### src/rtl/custom_stage_ctrl.sv
// Stage sequencer: walks cnt_o over NUM_STAGES buffer reads, flags returning data, pulses done_o per run.
// Optional macro CUSTOM_STAGE_STALL_CNT_EN adds stall_cnt_o (read cycles stalled by the memory, saturating).
module custom_stage_ctrl #(
  parameter int NUM_STAGES = 25,
  parameter int CNT_W      = 5
) (
  input  logic             clk,
  input  logic             rst_n,
  input  logic             start_i,
  input  logic             abort_i,
  input  logic             mem_rdy_i,
  output logic [CNT_W-1:0] cnt_o,
  output logic             rd_en_o,
  output logic             data_vld_o,
  output logic             last_o,
  output logic             busy_o,
`ifdef CUSTOM_STAGE_STALL_CNT_EN
  output logic [7:0]       stall_cnt_o,
`endif
  output logic             done_o
);

  typedef enum logic [1:0] {
    IDLE  = 2'd0,
    RUN   = 2'd1,
    DRAIN = 2'd2,
    DONE  = 2'd3
  } state_t;

  localparam logic [CNT_W-1:0] LAST_IDX = CNT_W'(NUM_STAGES - 1);

  state_t           state_q, state_nxt;
  logic [CNT_W-1:0] cnt_q, cnt_nxt;
  logic             vld_q, vld_nxt;
  logic             last_q, last_nxt;
  logic             accept;

  assign accept = (state_q == RUN) && mem_rdy_i;

  always_comb begin
    state_nxt = state_q;
    cnt_nxt   = cnt_q;
    vld_nxt   = accept && !abort_i;
    last_nxt  = accept && !abort_i && (cnt_q == LAST_IDX);
    case (state_q)
      IDLE: begin
        cnt_nxt = '0;
        if (start_i) state_nxt = RUN;
      end
      RUN: begin
        if (accept) begin
          // Final stage holds the counter so it never passes LAST_IDX.
          if (cnt_q == LAST_IDX) state_nxt = DRAIN;
          else                   cnt_nxt   = cnt_q + CNT_W'(1);
        end
      end
      DRAIN: state_nxt = DONE;
      DONE: begin
        state_nxt = IDLE;
        cnt_nxt   = '0;
      end
      default: begin
        state_nxt = IDLE;
        cnt_nxt   = '0;
      end
    endcase
    // Abort overrides start and read acceptance.
    if (abort_i) begin
      state_nxt = IDLE;
      cnt_nxt   = '0;
    end
  end

  always_ff @(posedge clk or negedge rst_n) begin
    if (!rst_n) begin
      state_q <= IDLE;
      cnt_q   <= '0;
      vld_q   <= 1'b0;
      last_q  <= 1'b0;
    end else begin
      state_q <= state_nxt;
      cnt_q   <= cnt_nxt;
      vld_q   <= vld_nxt;
      last_q  <= last_nxt;
    end
  end

  assign cnt_o      = cnt_q;
  assign rd_en_o    = (state_q == RUN);
  assign data_vld_o = vld_q;
  assign last_o     = last_q;
  assign busy_o     = (state_q != IDLE);
  assign done_o     = (state_q == DONE);

`ifdef CUSTOM_STAGE_STALL_CNT_EN
  logic [7:0] stall_q;

  always_ff @(posedge clk or negedge rst_n) begin
    if (!rst_n) begin
      stall_q <= 8'd0;
    end else if (state_q == IDLE && state_nxt == RUN) begin
      stall_q <= 8'd0;
    end else if (state_q == RUN && !mem_rdy_i && stall_q != 8'hFF) begin
      stall_q <= stall_q + 8'd1;
    end
  end

  assign stall_cnt_o = stall_q;
`endif

endmodule

### config.mk
export PLATFORM = sky130hd
export DESIGN_NAME = custom_stage_ctrl
export DESIGN_NICKNAME = d
export VERILOG_FILES = /design/src/rtl/custom_stage_ctrl.sv
export SDC_FILE = /design/constraint.sdc
export NUM_CORES = 1
export LEC_CHECK = 0
export CAP_MARGIN = 10
export CORE_AREA = 8 8 45 47
export CTS_CLUSTER_SIZE = 16
export DETAILED_ROUTE_END_ITERATION = 10
export DIE_AREA = 0 0 53 55
export HOLD_SLACK_MARGIN = 0.15
export PLACE_DENSITY = 0.72
export SYNTH_ARGS = -nofsm -noshare
export SYNTH_HDL_FRONTEND = slang
export SYNTH_SLANG_ARGS = --single-unit
### constraint.sdc
create_clock -name clk -period 4.35 [get_ports clk]
set_input_delay 0.435 -clock clk [delete_from_list [all_inputs] [get_ports clk]]
set_output_delay 0.435 -clock clk [all_outputs]
set_load 0.1 [all_outputs]
==> flow_summary.yaml <==
final_layout:
  final_common_cell: "clkdlybuf4s50_1"
  antenna_cells: 0
  final_cell_mix: "14 x clkdlybuf4s50_1, 9 x dfrtp_1, 7 x inv_1, 6 x ha_1"
  drive_above_1_share: 0.06667
  final_core_util: 0.5316
  areaGrowthSynthToFinish_pct: 30.96
  nFillCells: 134
  fin_nets: 87
sta:
  rsz0062_at_grt: "false"
  setup_viol: 0
  slew_headroom: 0.3502
  fmax_ghz: 0.3643
  min_period_ns: 2.745
  hold_viol: 0
  fin_ws_ns: 1.605
  setup_tns_ns: 0
  tightest_slew_ns: 0.9717
  whs_ns: 0.4759
  period_share: 0.6310
  clock_skew_ns: 0.004038
  finalMaxSlewViolations: 0
die:
  rows: 14
  core_area_um2: 1384
  io_pins: 15
  dieHeight_um: 55
  die-area_um2: 2915
  die_w_um: 53
  initial_core_util: 0.4060
clock_network:
  cts_hold_buf: 0
  cts_buffer_depth: 2
  cts_setup_buffers: 0
  root_buffer: "clkbuf_4"
  numCtsBuffers: 3
  h-tree-depth: 1
  ctsResizeCount: 0
  clkSlewWorstSetupHoldPaths_ns: 0.06
  clkSinkCount: 9
  cts_tree: "built"
  clock_latency_ns: 0.26
setup_path:
  cp_data_required_time_ns: 3.91
  start_kind: "register"
  crit_type: "reg2out"
  critical_path.max_stage_delay_ns: 1.20
  critPathCaptureType: "output pin"
  critPathSlowestCell: "clkdlybuf4s50_1"
  ff2ff_setup_slack_ns: 2.57
  worstPathMaxFanout: 9
  path_buf_inv: 2
  path_cells: "inv_1 > ha_1 > clkdlybuf4s50_1"
  critPathTopFamily: "buffers and inverters"
  cp.arrival_ns: 2.31
route:
  wl_per_cell_um: 14.44
  num_vias: 490
  drc: 0
  drt_wl_total_um: 1314
  drtAntennaViolNets: 0
  dr.pass1.iters: 4
  first_iter_violations: 12
  viasPerCell: 5.385
yosys:
  synth_edf_count: 0
  yosysTopAreaCellShare: 0.4009
  ys_top_cells_by_area: "dfrtp_1 40%, ha_1 13%, inv_1 4.7%"
  synthArstFlopShare: 1.000
  synthDistinctLibCells: 27
  synth_warnings: 0
  syn_area_um2: 561.8
  synthFlopType: "dfrtp_1"
  synth_top_area_cell: "dfrtp_1"
  ys_ff_latch: 9
  syn_inst: 60
  seq_area_frac_synth: 0.4009
  synthesis.nets: 71
  syn_area_per_cell_um2: 9.363
power:
  p_int_mw: 0.2057
  pwr-share-clk: 0.141
  p_seq_frac: 0.234
  power_frac_comb: 0.625
  leakage_nw: 0.3240
  ir_drop_uv: 368.8
  power_mw: 0.4605
  p_sw_mw: 0.2548
  power_density_nw_per_um2: 625.9
  p_sw_frac: 0.5534
placement:
  place_congestion: 0.8340
  post-place-ws_ns: 1.916
  placement.io_buffers: 14
  dp_hpwl_um: 1001
global_routing:
  grt_pass1_vias: 470
  antenna_found_initial: 0
  grt_usage: 0.09681
  overflow: 0
  grt_max_degree: 10
  grt_pass1_wl_um: 2111
run_status:
  status: "complete, no violations"
worst_hold_path:
  hold_path_class: "in2async"
job:
  maxCapViolations: 0
[kinds of logic after synthesis]
family,after synthesis,synth area share
AOI/OAI and AO/OA,13,0.1559
buffers and inverters,10,0.06905
and+or+nand+nor,20,0.2027
DFF,9,0.4009
muxes,2,0.03786
adders and majority gates,6,0.1336
[final timing paths]
kind                       depth (start not counted)        from    endpoint
min reg2reg                                        1  state_q[1]  state_q[1]
min                                                1       rst_n  data_vld_o
max in group asynchronous                          1       rst_n    cnt_o[0]
max                                                3  state_q[1]     rd_en_o
min in group clk                                   1  state_q[1]  state_q[1]
max reg2reg                                        6  state_q[1]    cnt_o[3]
[stage by stage]
stage	std cells	area, um2
6_report	91	735.7
5_1_grt	91	735.7
4_1_cts	91	735.7
3_5_place_dp	87	709.4
3_3_place_gp	87	709.4
2_1_floorplan	60	561.8
[layer usage]
| layer | GRT usage | wire length, um |
|---|---|---|
| met5 | 0 | 0 |
| met3 | 0.01604 | 73 |
| met1 | 0.1130 | 628 |
| met4 | 0.08621 | 27 |
| met2 | 0.1504 | 585 |
[Yosys cell counts (all sizes together) (2+ instances only)]
cell / n
dfrtp: 9
inv: 7
ha: 6
nand2: 4
nand3: 4
a21oi: 3
nor2: 3
o211ai: 3
and3: 2
clkbuf: 2
o21ai: 2
[state kept, by name, summed over array words and instances (netlist names)]
name / cells
cnt_o: 5
state_q: 2
data_vld_o: 1
last_o: 1
[cell type report]
cell class / instances / area (um2) / area share
repair buffers: 14 / 140.1 / 0.1905
well taps: 16 / 20.02 / 0.02721
clock buffers: 4 / 26.28 / 0.03571
inverters: 7 / 26.28 / 0.03571
multi-input cells: 41 / 297.8 / 0.4048
flip-flops and latches: 9 / 225.2 / 0.3061
[power groups by stage]
stage | clock network (mW) | registers, mW | logic (mW)
floorplan | 0 | 0.125 | 0.207
global placement | 0 | 0.107 | 0.284
detailed placement | 0 | 0.110 | 0.286
CTS | 0.0664 | 0.108 | 0.287
global route | 0.0721 | 0.110 | 0.307
finish | 0.0650 | 0.108 | 0.288
Power figures use the tool's default switching activity.
